File: src/rtl/wptr_full_level.sv
// Write-side pointer, full/almost-full/overflow flags and occupancy for the async FIFO.
// The Gray read pointer from rclk is resynchronised here; everything else is wclk-local.
module wptr_full_level #(
    parameter int ADDRSIZE    = 4,
    parameter int SYNC_STAGES = 2
) (
    input  logic                wclk,
    input  logic                wrst,
    input  logic                winc,
    input  logic [ADDRSIZE:0]   rptr_gray,
    input  logic [ADDRSIZE:0]   af_thresh,
    input  logic                wovf_clr,
    output logic [ADDRSIZE-1:0] waddr,
    output logic [ADDRSIZE:0]   wptr,
    output logic                wfull,
    output logic                walmost_full,
    output logic [ADDRSIZE:0]   wlevel,
    output logic                wovf
);

    logic [ADDRSIZE:0] sync_q [SYNC_STAGES];
    logic [ADDRSIZE:0] wq_rptr;
    logic [ADDRSIZE:0] wq_rbin;

    logic [ADDRSIZE:0] wbin_q, wbin_d;
    logic [ADDRSIZE:0] wptr_q, wptr_d;
    logic [ADDRSIZE:0] wlevel_q, wlevel_d;
    logic              wfull_q, wfull_d;
    logic              walmost_full_q, walmost_full_d;
    logic              wovf_q, wovf_d;
    logic              wr_accept;
    logic              wr_drop;

    always_ff @(posedge wclk) begin
        if (wrst) begin
            for (int i = 0; i < SYNC_STAGES; i++) begin
                sync_q[i] <= '0;
            end
        end else begin
            sync_q[0] <= rptr_gray;
            for (int i = 1; i < SYNC_STAGES; i++) begin
                sync_q[i] <= sync_q[i-1];
            end
        end
    end

    assign wq_rptr = sync_q[SYNC_STAGES-1];

    always_comb begin
        wq_rbin = '0;
        for (int i = 0; i <= ADDRSIZE; i++) begin
            wq_rbin[i] = ^(wq_rptr >> i);
        end
    end

    assign wr_accept = winc & ~wfull_q;
    assign wr_drop   = winc &  wfull_q;

    always_comb begin
        wbin_d         = wbin_q + {{ADDRSIZE{1'b0}}, wr_accept};
        wptr_d         = (wbin_d >> 1) ^ wbin_d;
        // Full when the next write pointer laps the synchronised read pointer.
        wfull_d        = (wptr_d == {~wq_rptr[ADDRSIZE:ADDRSIZE-1], wq_rptr[ADDRSIZE-2:0]});
        wlevel_d       = wbin_d - wq_rbin;
        walmost_full_d = (wlevel_d >= af_thresh);
        wovf_d         = wovf_q;
        if (wovf_clr) begin
            wovf_d = 1'b0;
        end
        if (wr_drop) begin
            wovf_d = 1'b1;
        end
    end

    always_ff @(posedge wclk) begin
        if (wrst) begin
            wbin_q         <= '0;
            wptr_q         <= '0;
            wlevel_q       <= '0;
            wfull_q        <= 1'b0;
            walmost_full_q <= 1'b0;
            wovf_q         <= 1'b0;
        end else begin
            wbin_q         <= wbin_d;
            wptr_q         <= wptr_d;
            wlevel_q       <= wlevel_d;
            wfull_q        <= wfull_d;
            walmost_full_q <= walmost_full_d;
            wovf_q         <= wovf_d;
        end
    end

    assign waddr        = wbin_q[ADDRSIZE-1:0];
    assign wptr         = wptr_q;
    assign wfull        = wfull_q;
    assign walmost_full = walmost_full_q;
    assign wlevel       = wlevel_q;
    assign wovf         = wovf_q;

endmodule
File: config.mk
export PLATFORM = sky130hd
export DESIGN_NAME = wptr_full_level
export DESIGN_NICKNAME = d
export VERILOG_FILES = /design/src/rtl/wptr_full_level.sv
export SDC_FILE = /design/constraint.sdc
export NUM_CORES = 1
export LEC_CHECK = 0
export CORE_MARGIN = 5
export CORE_UTILIZATION = 51
export DETAILED_ROUTE_END_ITERATION = 8
export PLACE_DENSITY = 0.93
export SLEW_MARGIN = 10
export SYNTH_ARGS = -nofsm -noshare
export SYNTH_HDL_FRONTEND = slang
export SYNTH_SLANG_ARGS = --single-unit
export TNS_END_PERCENT = 5
File: constraint.sdc
create_clock -name wclk -period 4.6 [get_ports wclk]
set_input_delay 0.69 -clock wclk [delete_from_list [all_inputs] [get_ports wclk]]
set_output_delay 0.69 -clock wclk [all_outputs]
set_load 0.01 [all_outputs]
==> results.md, run 1 <==
* R2R cell count at 12
* Dpl hpwl at around 1800 um
* Area leader, netlist: dfxtp_1
* Slew @ Worst Pin at 0.905 ns
* Final Max Tran Viols at 0
* All-Layer GR Usage at 15.0%
* Hold_sp: sync_q[0][4]
* Final instance area at 1570 sq um
* Worst reg-to-reg setup slack at 1.58 ns
* Yosys top cell area share at 44.4%
* Top-count cell post-synth: dfxtp_1
* Setup crit end kind: flop
* DR pass1 iterations at 4
* Die Span X at 58.9 um
* Post-route setup slack at 1.45 ns
* Hold Fails Final Rpt at 0
* CTS Hold Bufs at 0
* FFs w/ async S/R, synth at 0%
* Number of flops mapped to enable cells by yosys at 0
* Setup Viol. Count Final at 0
* Crit Path Class: in -> reg
* Port Buffers at 30
* Slew headroom at 39.5%
* Antenna cells at 0
* Worst-path clk slew at ~0.14 ns
* RSZ-0062 raised after global routing: no
* Leak at 0.664 nW
* CP Max Fanout at 4
* Std cell rows at 17
* Post-Place Cell Area at 1550 sq um
* Crit path DAT at around 3.3 ns
* Setup Skew at slightly below 0.009 ns
* # Post-CTS Setup Buffers at 0
* RR Endpoint: walmost_full
* Top Ports at 31
* Period utilisation layout at 68.5%
* WHS Path Cells at 1
* Synthesized cell area at 1220 sq um
* CTS resizes at 0
* Clk buf depth at 2
* Kind of start point of the critical path: input pin
* Multi-input gate area at 636 sq um
* Minimum clock period at ~3.2 ns
* Routed WL at 2310 um
* Largest net degree at the start of global routing at 28
* Clock Tree Root: clkbuf_4
* Ys flop type: dfxtp_1
* Vias in the first global route at 898
* Initial antenna violation count at 0
* Hold path endpoint: sync_q[0][9]
* Pre-CTS WS at roughly 1.2 ns
* Post-Syn Nets at 144
* Reg area at approximately 540 sq um
* Overflow after GRT at 0
* Clock Latency Late Sink at 0.33 ns
* Vias at 865
* Iter 0 DRT Violations at 11
* TritonCTS clock tree: yes
* MaxCap Viol Count at 0
* Syn_area_per_cell at 10.2 sq um
* Peak VDD IR at 214 uV
* GPL Wtd Cong at slightly above 0.8
* Most common library cells after synthesis: dfxtp_1 (27), nor2b_1 (16), nor2_1 (12)
* Die area at 3460 sq um
* Share of post-route cells with drive strength above 1 at 4.64%
* Total power at 537 uW
* Register bit total from synthesis at 27
* Post-Syn Instances at 119
* CTS H-tree depth at 1
* Hold Crit Class: reg -> reg
* Sequential fraction of the synthesis area at between 40% and 50%
* YS warnings at 0
* Area grow syn2layout at 29.1%
* FILL cells at 175
* Reg2Reg Launch Point: sync_q[0][9]
* Outcome: finished, final reports clean
* Setup_tns at 0 ns
* Die H at 58.9 um
* Detail Route Antenna Nets at 0
* Req. time, crit path at 4.79 ns
* First-pass GRT wire length at 3890 um
* Fmax at 317 MHz
* P per Cell Area at 341 nW/um^2
* Initial core utilization at 54.0%
* WL/cell at 12.9 um
* Via/cell ratio at 4.83
* Net count, final at 177
* Synth cell types at 25
* Core outline area at 2250 sq um
* Residual DRC at 0
* CTS Buf Count at 3
* Dominant cells by area after synthesis: dfxtp_1 (44%), ha_1 (10%), nor2b_1 (8.2%)
* Clk sink count at 27
[placed cells by master (no fill, tap or decap), drive strengths merged]
| master | n |
|---|---|
| xnor2 | 12 |
| nor2 | 12 |
| a211oi | 1 |
| nand2b | 4 |
| or4 | 1 |
| and3b | 1 |
| nor2b | 16 |
| xor2 | 9 |
| clkdlybuf4s50 | 30 |
| or3 | 1 |
| xnor3 | 1 |
| o21ai | 3 |
| nand2 | 1 |
| and3 | 1 |
| a21oi | 5 |
| fa | 1 |
| clkbuf | 4 |
| nand3 | 2 |
| ha | 10 |
| inv | 9 |
| dfxtp | 27 |
[worst max-delay path: stages]
cell	delay, ns
clkdlybuf4s50_1	0.50
and3b_1	0.19
ha_1	0.24
xor2_1	0.43
ha_1	0.34
a21oi_1	0.15
o21ai_1	0.11
xor2_1	0.26
ha_1	0.28
o21ai_0	0.07
a211oi_1	0.09
[cell type report]
class	count	share of cell area (%)
multi-input combinational	81	40.4
tap	28	2.23
sequential	27	34.4
inverter	9	2.15
clock buffer	4	1.67
timing repair buffer	30	19.1
[sequential cells by signal (all words and copies together) (netlist names)]
name,cells
wlevel,5
wbin_q,5
walmost_full,1
wfull,1
wovf,1
sync_q,10
wptr,4
[layer usage]
layer  global-route usage, %  vias to the layer above  wire length (um)
met1                    14.7                      383               910
met2                    27.9                       32              1150
met5                       0                        -                 0
met4                    8.41                        0               101
li1                        -                      439                 -
met3                    3.95                       11               153
[stage by stage]
step	utilization (%)	hold WS (ns)	std cells
after floorplan	-	0.414	119
after global placement	68.5	0.417	175
after detailed placement	68.5	0.420	175
after CTS	69.7	0.453	179
after global routing	69.7	0.463	179
final	69.7	0.449	179
[power by group]
part	internal [mW]	switching (mW)
Combinational	0.0921	0.0797
Sequential	0.255	0.00789
Clock	0.0340	0.0680
Total	0.381	0.156
[how the worst max path moves through the flow]
stage	from	to	slack, ns	cells after the start
2_1_floorplan	winc	walmost_full	1.90	10
4_1_cts	winc	walmost_full	1.49	11
3_5_place_dp	winc	walmost_full	1.18	12
5_1_grt	winc	walmost_full	1.25	11
3_3_place_gp	winc	walmost_full	1.32	12
6_report	winc	walmost_full	1.45	11
[kinds of logic (layout without fill, tap and decap cells)]
logic type / after synthesis / count (layout) / share of synthesized area [%]
AOI/OAI and AO/OA: 9 / 9 / 4.21
and+or+nand+nor: 39 / 39 / 17.9
buffers and inverters: 11 / 43 / 3.39
xor gates and xnor gates: 22 / 22 / 18.2
DFF: 27 / 27 / 44.4
adders and majority gates: 11 / 11 / 11.9
No activity file was read; power rests on OpenSTA's default activity.
==> run 2: changes to the inputs <==
--- a/config.mk
+++ b/config.mk
@@ -6,9 +6,9 @@
 export NUM_CORES = 1
 export LEC_CHECK = 0
 export CORE_MARGIN = 5
-export CORE_UTILIZATION = 51
+export CORE_UTILIZATION = 43
 export DETAILED_ROUTE_END_ITERATION = 8
-export PLACE_DENSITY = 0.93
+export PLACE_DENSITY = 0.84
 export SLEW_MARGIN = 10
 export SYNTH_ARGS = -nofsm -noshare
 export SYNTH_HDL_FRONTEND = slang
==> constraint.sdc (replaced) <==
create_clock -name wclk -period 2.6 [get_ports wclk]
set_input_delay 0.39 -clock wclk [delete_from_list [all_inputs] [get_ports wclk]]
set_output_delay 0.39 -clock wclk [all_outputs]
set_load 0.01 [all_outputs]
==> run 2 against run 1 <==
The flow now finishes with violations (setup timing). Total power is 94% higher. Worst hold slack better by 0.0053 ns. Die area rose by 15%. Largest cell class unchanged. Largest power group unchanged.
==> results.md, run 2 (synthesized netlist as in run 1, its figures left out) <==
* Failing checks: setup timing
* Residual DRC at 0 (unchanged)
* Share of post-route cells with drive strength above 1 at 23.8% (was 4.64%)
* Clock group share of total power at 17.0% (was 19.0%)
* Total power at 1.04 mW (was 537 uW)
* Die Span X at 63.2 um (was 58.9 um)
* Net count, final at 194 (was 177)
* Setup Viol. Count Final at 1 (was 0)
* Clock Latency Late Sink at 0.32 ns (was 0.33 ns)
* Clk buf depth at 2 (unchanged)
* Setup crit end kind: flop (unchanged)
* Overflow after GRT at 0 (unchanged)
* Largest net degree at the start of global routing at 27 (was 28)
* Crit Path Class: in -> reg (unchanged)
* Commonest non-fill, non-tap cell in the layout: clkdlybuf4s50_1 (unchanged)
* Detail Route Antenna Nets at 0 (unchanged)
* Via/cell ratio at 4.81 (was 4.83)
* Final Max Tran Viols at 0 (unchanged)
* Setup Skew at 0.00505 ns (was 0.00887 ns)
* Antenna cells at 0 (unchanged)
* Comb pwr share at 38.4% (was 32.0%)
* Hold Crit Class: reg -> reg (unchanged)
* Port Buffers at 30 (unchanged)
* RSZ-0062 raised after global routing: yes (was no)
* Minimum clock period at 2.74 ns
* Top reg by flops: sync_q (unchanged)
* Placed Cells incl. Taps at 192 (was 175)
* Initial core utilization at 44.5% (was 54.0%)
* Routed WL at 2720 um (was 2310 um)
* Initial antenna violation count at 0 (unchanged)
* Std cell rows at 19 (was 17)
* Clock Tree Root: clkbuf_4 (unchanged)
* Worst hold slack at 0.455 ns (was 0.449 ns)
* Core outline area at 2730 sq um (was 2250 sq um)
* Clk sink count at 27 (unchanged)
* Sw Share at 29.3% (was 29.0%)
* Final cell count without fillers at 199 (was 179)
* Leak at 0.765 nW (was 0.664 nW)
* MaxCap Viol Count at 0 (unchanged)
* Int Power at 737 uW (was 381 uW)
* Most frequent cells in the layout: clkdlybuf4s50_1 (30), dfxtp_1 (25), nor2b_1 (16), buf_4 (16), nor2_1 (11) (was clkdlybuf4s50_1 (30), dfxtp_1 (27), nor2b_1 (16), nor2_1 (12), xnor2_1 (11))
* Req. time, crit path at 2.86 ns (was 4.79 ns)
* GPL Wtd Cong at 0.870 (was 0.829)
* WL/cell at 13.6 um (was 12.9 um)
* P per Cell Area at 579 nW/um^2 (was 341 nW/um^2)
* First-pass GRT wire length at 4330 um (was 3890 um)
* DR pass1 iterations at 4 (unchanged)
* Setup_tns at -0.141 ns (was 0 ns)
* Vias at 958 (was 865)
* Fmax at 365 MHz
* Sw power at 305 uW (was 156 uW)
* Die H at 63.2 um (was 58.9 um)
* Peak VDD IR at 421 uV (was 214 uV)
* CTS H-tree depth at 1 (unchanged)
* CP Max Fanout at 3 (was 4)
* CTS Buf Count at 3 (unchanged)
* Slew @ Worst Pin at 0.335 ns (was 0.905 ns)
* Vias in the first global route at 997 (was 898)
* Iter 0 DRT Violations at 14 (was 11)
* Power share of the sequential group at 44.6% (was 49.0%)
* Die area at 4000 sq um (was 3460 sq um)
* Slew headroom at 77.5% (was 39.5%)
* Dpl hpwl at 1820 um (was 1810 um)
* Largest register FFs at 10 (unchanged)
* Crit path DAT at 3.00 ns (was 3.34 ns)
* CTS Hold Bufs at 0 (unchanged)
* Outcome: complete, but fails checks (was finished, final reports clean)
* Hold Fails Final Rpt at 0 (unchanged)
* Kind of start point of the critical path: input pin (unchanged)
* Fin util at 65.8% (was 69.7%)
* All-Layer GR Usage at 13.4% (was 15.0%)
* Worst-path clk slew at 0.14 ns (about the same)
* Post-route setup slack at -0.141 ns (was 1.45 ns)
* TritonCTS clock tree: yes (unchanged)
* Worst reg-to-reg setup slack at -0.07 ns (was 1.58 ns)
* Area grow syn2layout at 47.7% (was 29.1%)
* Top Ports at 31 (unchanged)
* Period utilisation layout at 105%
-- run 2: layout make-up --
class,count,area [sq um]
repair buffers,47,432
well taps,31,38.8
fillers,196,936
flip-flops and latches,27,543
inverters,9,33.8
multi-input cells,81,724
clock buffers,4,26.3
-- run 2: critical path, stage by stage --
cell,delay [ns]
clkdlybuf4s50_1,0.43
and3b_1,0.19
and3_1,0.20
xnor2_1,0.21
inv_1,0.07
ha_1,0.35
a21oi_1,0.32
o21ai_4,0.11
xor2_2,0.16
ha_2,0.35
nor2_4,0.04
a211oi_2,0.17
-- run 2: timing repair --
item | CTS | global route
endpoints found under the setup margin | 1 | 2
pin swaps | 4 | 3
gates resized for setup | 6 | 10
setup buffers | 2 | 1
-- run 2: metrics by stage --
stage	area, sq um	worst slack (ns)
floorplan	1230	0.00886
global placement	1670	-0.150
detailed placement	1670	-0.256
CTS	1730	-0.0408
global route	1800	-0.236
finish	1800	-0.141
-- run 2: final timing paths --
path / cells after the start / end / start
worst max-delay path: 12 / walmost_full / winc
worst min-delay path: 1 / sync_q[0][6] / sync_q[0][1]
worst max register to register: 12 / walmost_full / sync_q[0][9]
worst min register to register: 1 / sync_q[0][6] / sync_q[0][1]
-- run 2: power by group through the flow --
stage	Combinational (mW)	Clock [mW]	Sequential, mW
2_1_floorplan	0.169	0	0.489
3_3_place_gp	0.310	0	0.472
3_5_place_dp	0.323	0	0.474
4_1_cts	0.346	0.181	0.465
5_1_grt	0.440	0.204	0.470
6_report	0.400	0.177	0.465
-- run 2: metal layers --
| metal | global-route usage, % | wire length (um) | vias to the layer above |
|---|---|---|---|
| met3 | 2.66 | 128 | 7 |
| met2 | 24.7 | 1490 | 28 |
| met5 | 0 | 0 | - |
| met1 | 15.3 | 1040 | 449 |
| li1 | - | - | 474 |
| met4 | 3.90 | 59 | 0 |
==> run 3: changes to the inputs <==
--- a/config.mk
+++ b/config.mk
@@ -8,7 +8,7 @@
 export CORE_MARGIN = 5
 export CORE_UTILIZATION = 43
 export DETAILED_ROUTE_END_ITERATION = 8
-export PLACE_DENSITY = 0.84
+export PLACE_DENSITY = 0.76
 export SLEW_MARGIN = 10
 export SYNTH_ARGS = -nofsm -noshare
 export SYNTH_HDL_FRONTEND = slang
==> run 3 against run 2 <==
Wire length is 4.2% lower. Worst hold slack lost 0.0073 ns. Largest power group unchanged. Register-to-register slack hardly changed. Sequential share of layout area is 0.29 points lower. The run still ends with setup timing left. Largest cell class unchanged. Cell area is 0.97% higher. Sequential power about the same. Highest routed layer unchanged. Fmax increased by 2.3%. Critical path depth rose by 1.
==> results.md, run 3 (synthesized netlist as in run 1, its figures left out) <==
* Outcome: complete, but fails checks (unchanged)
* Failing checks: setup timing (unchanged)
* First-pass GRT wire length at 4240 um (was 4330 um)
* Iter 0 DRT Violations at 28 (was 14)
* Reg2Reg Launch Point: sync_q[0][8] (was sync_q[0][9])
* All-Layer GR Usage at 13.3% (was 13.4%)
* CP cell instances: xor2_2 -> xnor2_2 -> xor2_2 -> buf_4 -> buf_4 -> inv_1 -> fa_2 -> nand2b_4 -> o21ai_4 -> xor2_2 -> ha_4 -> nor2_2 -> a211oi_2 (was clkdlybuf4s50_1 -> and3b_1 -> and3_1 -> xnor2_1 -> inv_1 -> ha_1 -> a21oi_1 -> o21ai_4 -> xor2_2 -> ha_2 -> nor2_4 -> a211oi_2)
* CP Max Fanout at 2 (was 3)
* Dpl hpwl at 1800 um (was 1820 um)
* RSZ-0062 raised after global routing: yes (unchanged)
* Top reg by flops: sync_q (unchanged)
* Worst reg-to-reg setup slack at -0.08 ns (was -0.07 ns)
* Initial core utilization at 44.5% (unchanged)
* Routed WL at 2600 um (was 2720 um)
* Period utilisation layout at 103% (was 105%)
* Net count, final at 196 (was 194)
* GPL Wtd Cong at 0.847 (was 0.870)
* Commonest non-fill, non-tap cell in the layout: clkdlybuf4s50_1 (unchanged)
* Leak at 0.780 nW (was 0.765 nW)
* Detail Route Antenna Nets at 0 (unchanged)
* Setup_tns at -0.0783 ns (was -0.141 ns)
* Slew @ Worst Pin at 0.342 ns (was 0.335 ns)
* Largest register FFs at 10 (unchanged)
* Initial antenna violation count at 0 (unchanged)
* Max stage delay on crit path at 0.37 ns (was 0.43 ns)
* Largest net degree at the start of global routing at 27 (unchanged)
* Crit path DAT at 2.93 ns (was 3.00 ns)
* Met2 Wirelength at 1420 um (was 1490 um)
* Critical Path Stages at 13 (was 12)
* Buffers & Inverters on Critical Path at 3 (was 2)
* Port Buffers at 30 (unchanged)
* Via/cell ratio at 4.70 (was 4.81)
* Top Layer Used: met4 (unchanged)
* Die H at 63.2 um (unchanged)
* Clock Tree Root: clkbuf_4 (unchanged)
* Top Ports at 31 (unchanged)
* Std cell rows at 19 (unchanged)
* Clk buf depth at 2 (unchanged)
* Die Span X at 63.2 um (unchanged)
* Antenna cells at 0 (unchanged)
* Clk sink count at 27 (unchanged)
* Crit path from: sync_q[0][8] (was winc)
* Crit Path Class: reg -> reg (was in -> reg)
* Critical path's slowest cell: dfxtp_2 (was clkdlybuf4s50_1)
* Crit path to: walmost_full (unchanged)
* Residual DRC at 0 (unchanged)
* Worst-path clk slew at 0.14 ns (about the same)
* Most frequent cells in the layout: clkdlybuf4s50_1 (30), dfxtp_1 (25), buf_4 (18), nor2b_1 (15), nor2_1 (10) (was clkdlybuf4s50_1 (30), dfxtp_1 (25), nor2b_1 (16), buf_4 (16), nor2_1 (11))
* Core outline area at 2730 sq um (unchanged)
* Setup Skew at 0.000802 ns (was 0.00505 ns)
* Fmax at 373 MHz (was 365 MHz)
* Post-route setup slack at -0.0783 ns (was -0.141 ns)
* Slew headroom at 77.1% (was 77.5%)
* Vias in the first global route at 996 (was 997)
* Met3 WL post-DR at 89 um (was 128 um)
* Hold Fails Final Rpt at 0 (unchanged)
* CTS H-tree depth at 1 (unchanged)
* WL/cell at 12.9 um (was 13.6 um)
* Metal1 wirelength at 1010 um (was 1040 um)
* Final Max Tran Viols at 0 (unchanged)
* TritonCTS clock tree: yes (unchanged)
* CTS Buf Count at 3 (unchanged)
* Minimum clock period at 2.68 ns (was 2.74 ns)
* Final instance area at 1820 sq um (was 1800 sq um)
* P per Cell Area at 582 nW/um^2 (was 579 nW/um^2)
* Die area at 4000 sq um (unchanged)
* Setup Viol. Count Final at 1 (unchanged)
* Kind of start point of the critical path: flop (was input pin)
* Critical path's top delay family: XOR/XNOR gates (was adder cells)
* Overflow after GRT at 0 (unchanged)
* Vias at 945 (was 958)
* Post-Place Cell Area at 1670 sq um (unchanged)
* Peak VDD IR at 557 uV (was 421 uV)
* CTS Hold Bufs at 0 (unchanged)
* Worst hold slack at 0.447 ns (was 0.455 ns)
* R2R cell count at 13 (was 12)
* RR Endpoint: walmost_full (unchanged)
* MaxCap Viol Count at 0 (unchanged)
* Area grow syn2layout at 49.1% (was 47.7%)
* DR pass1 iterations at 3 (was 4)
* Req. time, crit path at 2.85 ns (was 2.86 ns)
* Clock Latency Late Sink at 0.32 ns (about the same)
* Share of post-route cells with drive strength above 1 at 25.9% (was 23.8%)
* Crit path top cell by count: xor2_2
* Setup crit end kind: flop (unchanged)
* Hold Crit Class: reg -> reg (unchanged)
==> run 3: cell count changes in the layout (fill, tap and decap cells not counted), sizes merged <==
| cell | delta |
|---|---|
| buf | +2 |
| clkinv | +1 |
| clkbuf | -1 |
==> run 3: cell type report <==
cell class	count	area (sq um)
Inverter	9	33.8
Tap cell	31	38.8
Clock buffer	3	22.5
Multi-Input combinational cell	81	726
Clock inverter	1	5.00
Sequential cell	27	543
Fill cell	211	918
Timing Repair Buffer	49	447
==> run 3: worst min-delay path by stage <==
stage              endpoint  slack, ns         start  depth (start not counted)
6_report       sync_q[0][9]       0.45  sync_q[0][4]                          1
5_1_grt        sync_q[0][6]       0.47  sync_q[0][1]                          1
4_1_cts        sync_q[0][9]       0.45  sync_q[0][4]                          1
3_5_place_dp   sync_q[0][5]       0.43  sync_q[0][0]                          1
3_3_place_gp   sync_q[0][8]       0.42  sync_q[0][3]                          1
2_1_floorplan  sync_q[0][5]       0.41  sync_q[0][0]                          1
==> run 3: repair_timing <==
action	in CTS	in global routing
resized for setup	9	8
buffers inserted	3	2
pin swaps	9	8
cloned	0	0
endpoints found under the setup margin	1	2
==> run 3: where the power goes <==
part | switching, mW | total (mW) | internal (mW)
Combinational | 0.174 | 0.412 | 0.238
Sequential | 0.0148 | 0.466 | 0.451
Clock | 0.121 | 0.179 | 0.0577
==> run 3: per-layer routing <==
layer  GRT usage, %  up-vias
met5              0        -
met4           8.57        0
met3           3.02        6
met2           23.6       16
met1           13.9      448
li1               -      475
==> run 3: per-stage QoR <==
stage	util (%)	power [mW]	worst slack [ns]	cells
2_1_floorplan	-	0.658	0.00886	119
3_3_place_gp	61.0	0.785	-0.156	192
3_5_place_dp	61.0	0.797	-0.286	192
4_1_cts	64.2	1.01	-0.0336	199
5_1_grt	66.4	1.13	-0.218	201
6_report	66.4	1.06	-0.0783	201
==> run 3: worst register-to-register path: stages, from the launching register on <==
cell      delay (ns)
dfxtp_2         0.37
xor2_2          0.19
xnor2_2         0.24
xor2_2          0.20
buf_4           0.14
buf_4           0.10
inv_1           0.05
fa_2            0.36
nand2b_4        0.16
o21ai_4         0.15
xor2_2          0.22
ha_4            0.18
nor2_2          0.04
a211oi_2        0.22
==> variant 1 (settings of run 1) <==
Add an input register stage for `af_thresh`, with the module's reset; this delays it by one clock. The other inputs are not delayed to match.
--- a/src/rtl/wptr_full_level.sv
+++ b/src/rtl/wptr_full_level.sv
@@ -17,6 +17,16 @@
     output logic [ADDRSIZE:0]   wlevel,
     output logic                wovf
 );
+
+    logic [ADDRSIZE:0] af_thresh_q;
+
+    always_ff @(posedge wclk) begin
+        if (wrst) begin
+            af_thresh_q <= '0;
+        end else begin
+            af_thresh_q <= af_thresh;
+        end
+    end
 
     logic [ADDRSIZE:0] sync_q [SYNC_STAGES];
     logic [ADDRSIZE:0] wq_rptr;
@@ -62,7 +72,7 @@
         // Full when the next write pointer laps the synchronised read pointer.
         wfull_d        = (wptr_d == {~wq_rptr[ADDRSIZE:ADDRSIZE-1], wq_rptr[ADDRSIZE-2:0]});
         wlevel_d       = wbin_d - wq_rbin;
-        walmost_full_d = (wlevel_d >= af_thresh);
+        walmost_full_d = (wlevel_d >= af_thresh_q);
         wovf_d         = wovf_q;
         if (wovf_clr) begin
             wovf_d = 1'b0;
Check against the original RTL: not equivalent (Yosys sat finds a counterexample within 4 cycles, from zero or initial values and one cycle with wrst high).
==> variant 1 against run 1 <==
  * Sequential cell count increased by 5
  * Area after synthesis increased by 11%
  * Power increased by 19%
  * Worst setup slack improved by 0.11 ns
  * Sequential share of layout area increased by 2.3 points
  * First-iteration DRC count unchanged
  * Routed wire length decreased by 2.8%
  * Count of clock-buffer cells in the layout increased by 2
  * Global-route usage decreased by 0.22 points
  * Final cell count increased by 9.5%
  * Cell area increased by 11%
  * Hold slack about the same
  * Largest cell class unchanged
  * Sequential power increased by 17%
  * Critical path depth increased by 1
==> variant 1: results (changes against run 1) <==
outcome:
  outcome: "finished clean"  # unchanged
sta:
  tightestPinTransition_ns: 0.532  # was 0.905 ns
  skew_ns: 0.00643  # was 0.00887 ns
  timing.final.ws_setup_ns: 1.56  # was 1.45 ns
  hold_slack_ns: 0.449  # about the same
drt:
  dr_wl_met3_um: 137  # was 153 um
  drt-met1-wl_um: 945  # was 910 um
  wl_mm: 2.25  # was 2.31 mm
  drt_pre_antenna_iters: 3  # was 4
  wl_met2_mm: 1.11  # was 1.15 mm
grt:
  use_met3: 0.0692  # was 0.0395
  grt_use_total: 0.148  # was 0.150
  grt_util_met2: 0.250  # was 0.279
  grt_pass1_vias: 951  # was 898
  met1_usage: 0.149  # was 0.147
final_layout:
  instances_no_fill: 196  # was 179
  drive_above_1_share: 0.0783  # was 0.0464
place:
  pre_cts_ws_ns: 1.21  # was 1.18 ns
  placed_cells: 188  # was 175
  gp_congestion: 0.866  # was 0.829
  placed_area_mm2: 0.00169  # was 0.00155 mm2
  hpwlAfterDp_mm: 1.75  # was 1.81 mm
power:
  irDropWorstVdd_uv: 266  # was 214 uV
  finalPower_mw: 0.641  # was 0.537 mW
  seq_power_share: 0.482  # was 0.490
  leakage_nw: 0.732  # was 0.664 nW
  p_clk_mw: 0.162  # was 0.102 mW
  p_int_mw: 0.467  # was 0.381 mW
synth:
  synth-seq-area-share: 0.474  # was 0.444
  synth_common_cells: "dfxtp_1 (32), nor2b_1 (21), nor2_1 (12), xnor2_1 (11), ha_1 (10)"  # was dfxtp_1 (27), nor2b_1 (16), nor2_1 (12), xnor2_1 (11), ha_1 (10)
  synth_cells: 130  # was 119
  synth_compound_area_frac: 0.0379  # was 0.0421
  synth-xor-area-share: 0.164  # was 0.182
  syn_nets: 155  # was 144
  synth_adder_area_share: 0.107  # was 0.119
  synth_cell_types: 25  # unchanged
clock_network:
  htreeDepth: 2  # was 1
  cts-buffers-inserted: 5  # was 3
  clk_pin_slew_worst_paths_ns: 0.10  # was 0.14 ns
setup_path:
  slowest_stage: "xnor2_1"  # was clkdlybuf4s50_1
  crit_path_max_fanout: 6  # was 4
hold_path:
  hold_path_end: "sync_q[0][5]"  # was sync_q[0][9]
  min_from: "sync_q[0][0]"  # was sync_q[0][4]
==> variant 1: changes by cell type in the layout (fill, tap and decap cells not counted), sizes merged <==
cell / before / now
nor2b: 16 / 21
clkinv: 0 / 2
dfxtp: 27 / 32
clkbuf: 4 / 6
buf: 0 / 1
==> variant 1: cells by family (layout without fill, tap and decap cells) <==
family / after synthesis / count (layout)
buffers and inverters: 12 / 48
flip-flops: 32 / 32
AO/OA/AOI/OAI: 9 / 9
XOR/XNOR: 22 / 22
adder cells (fa/ha/maj): 11 / 11
AND/OR/NAND/NOR: 44 / 44
==> variant 1: area by class of cell <==
| type | instances | area, um2 |
|---|---|---|
| repair buffers | 31 | 308 |
| well taps | 30 | 37.5 |
| fillers | 191 | 752 |
| clock buffers | 6 | 51.3 |
| multi-input cells | 86 | 667 |
| clock inverters | 2 | 10.0 |
| inverters | 9 | 33.8 |
| flip-flops and latches | 32 | 641 |
==> variant 2 (flow settings as in run 1) <==
Made on the original files. The parameter `ADDRSIZE` goes from 4 to 8.
--- a/src/rtl/wptr_full_level.sv
+++ b/src/rtl/wptr_full_level.sv
@@ -1,7 +1,7 @@
 // Write-side pointer, full/almost-full/overflow flags and occupancy for the async FIFO.
 // The Gray read pointer from rclk is resynchronised here; everything else is wclk-local.
 module wptr_full_level #(
-    parameter int ADDRSIZE    = 4,
+    parameter int ADDRSIZE    = 8,
     parameter int SYNC_STAGES = 2
 ) (
     input  logic                wclk,
Ports: changed (5 resized); port bits go from 31 to 51. No check against the original RTL was run, so the function may have changed too.
==> variant 2 against run 1 <==
  * Register-to-register slack lost 1.2 ns
  * Cell area grew 98%
  * Sequential cell count grew 20
  * Combinational power grew 90%
  * Power grew 110%
  * Routed wire length grew 100%
  * Area after synthesis grew 99%
  * Worst setup slack lost 1.0 ns
  * Maximum frequency shrank 25%
  * Critical endpoint unchanged
  * Largest power group unchanged
==> variant 2: results (changes against run 1) <==
outcome:
  outcome: "finished clean"  # unchanged
power:
  p_int_mw: 0.829  # was 0.381 mW
  p_comb_frac: 0.291  # was 0.320
  leakage_nw: 1.32  # was 0.664 nW
  p_clk_mw: 0.345  # was 0.102 mW
  irDropWorstVdd_uv: 247  # was 214 uV
grt:
  grt_max_degree: 48  # was 28
  met1_usage: 0.191  # was 0.147
  grt_pass1_vias: 1858  # was 898
place:
  portBuffers: 50  # was 30
clock_network:
  clk_pin_slew_worst_paths_ns: 0.08  # was 0.14 ns
  cts-buffers-inserted: 5  # was 3
setup_path:
  slowest_stage: "xnor3_2"  # was clkdlybuf4s50_1
  arrival_ns: 4.36  # was 3.34 ns
  critPathMaxStageDelay_ns: 0.55  # was 0.50 ns
  reg2reg_slack_ns: 0.41  # was 1.58 ns
  r2r_cells: 17  # was 12
  cpLargestDelayFamily: "XOR/XNOR gates"  # was adder cells
  crit_path_max_fanout: 5  # was 4
final_layout:
  nClkBuffers: 6  # was 4
  nNonClkBuffers: 53  # was 30
  instances_no_fill: 368  # was 179
  nFillCells: 364  # was 175
  seq_area_frac: 0.302  # was 0.344
  nonClkBufAreaFrac: 0.168  # was 0.191
  num-multi-input-gates: 184  # was 81
  multi_input_area_mm2: 0.00137  # was 636 um2
sta:
  skew_ns: 0.00972  # was 0.00887 ns
hold_path:
  min_from: "sync_q[0][0]"  # was sync_q[0][4]
synth:
  synth_compound_area_frac: 0.101  # was 0.0421
  synth_adder_area_share: 0.101  # was 0.119
  synth_common_cells: "dfxtp_1 (47), nor2_1 (32), nor2b_1 (26), inv_1 (22), xnor2_1 (19)"  # was dfxtp_1 (27), nor2b_1 (16), nor2_1 (12), xnor2_1 (11), ha_1 (10)
  syn_nets: 302  # was 144
drt:
  drt-vias-per-instance: 5.06  # was 4.83
variant 2: cell types whose count changed in the layout (fill, tap and decap cells not counted), moves of 4 or more:
cell / delta
a31oi_1: +4
clkbuf_8: +5
clkdlybuf4s50_1: +20
dfxtp_1: +20
ha_1: +8
inv_1: +13
nand2_1: +13
nand3_1: +4
nor2_1: +20
nor2b_1: +10
nor3_1: +4
o21ai_0: +4
xnor2_1: +8
variant 2: metrics by stage:
| stage | area (um2) | total power, mW | util | hold slack [ns] | setup WS (ns) |
|---|---|---|---|---|---|
| 2_1_floorplan | 2420 | 0.673 | - | 0.414 | 0.823 |
| 5_1_grt | 3120 | 1.20 | 0.669 | 0.464 | 0.0221 |
| 3_5_place_dp | 2980 | 0.787 | 0.640 | 0.422 | 0.342 |
| 4_1_cts | 3120 | 1.14 | 0.669 | 0.440 | 0.431 |
| 3_3_place_gp | 2980 | 0.776 | 0.640 | 0.417 | 0.539 |
| 6_report | 3120 | 1.13 | 0.669 | 0.438 | 0.409 |
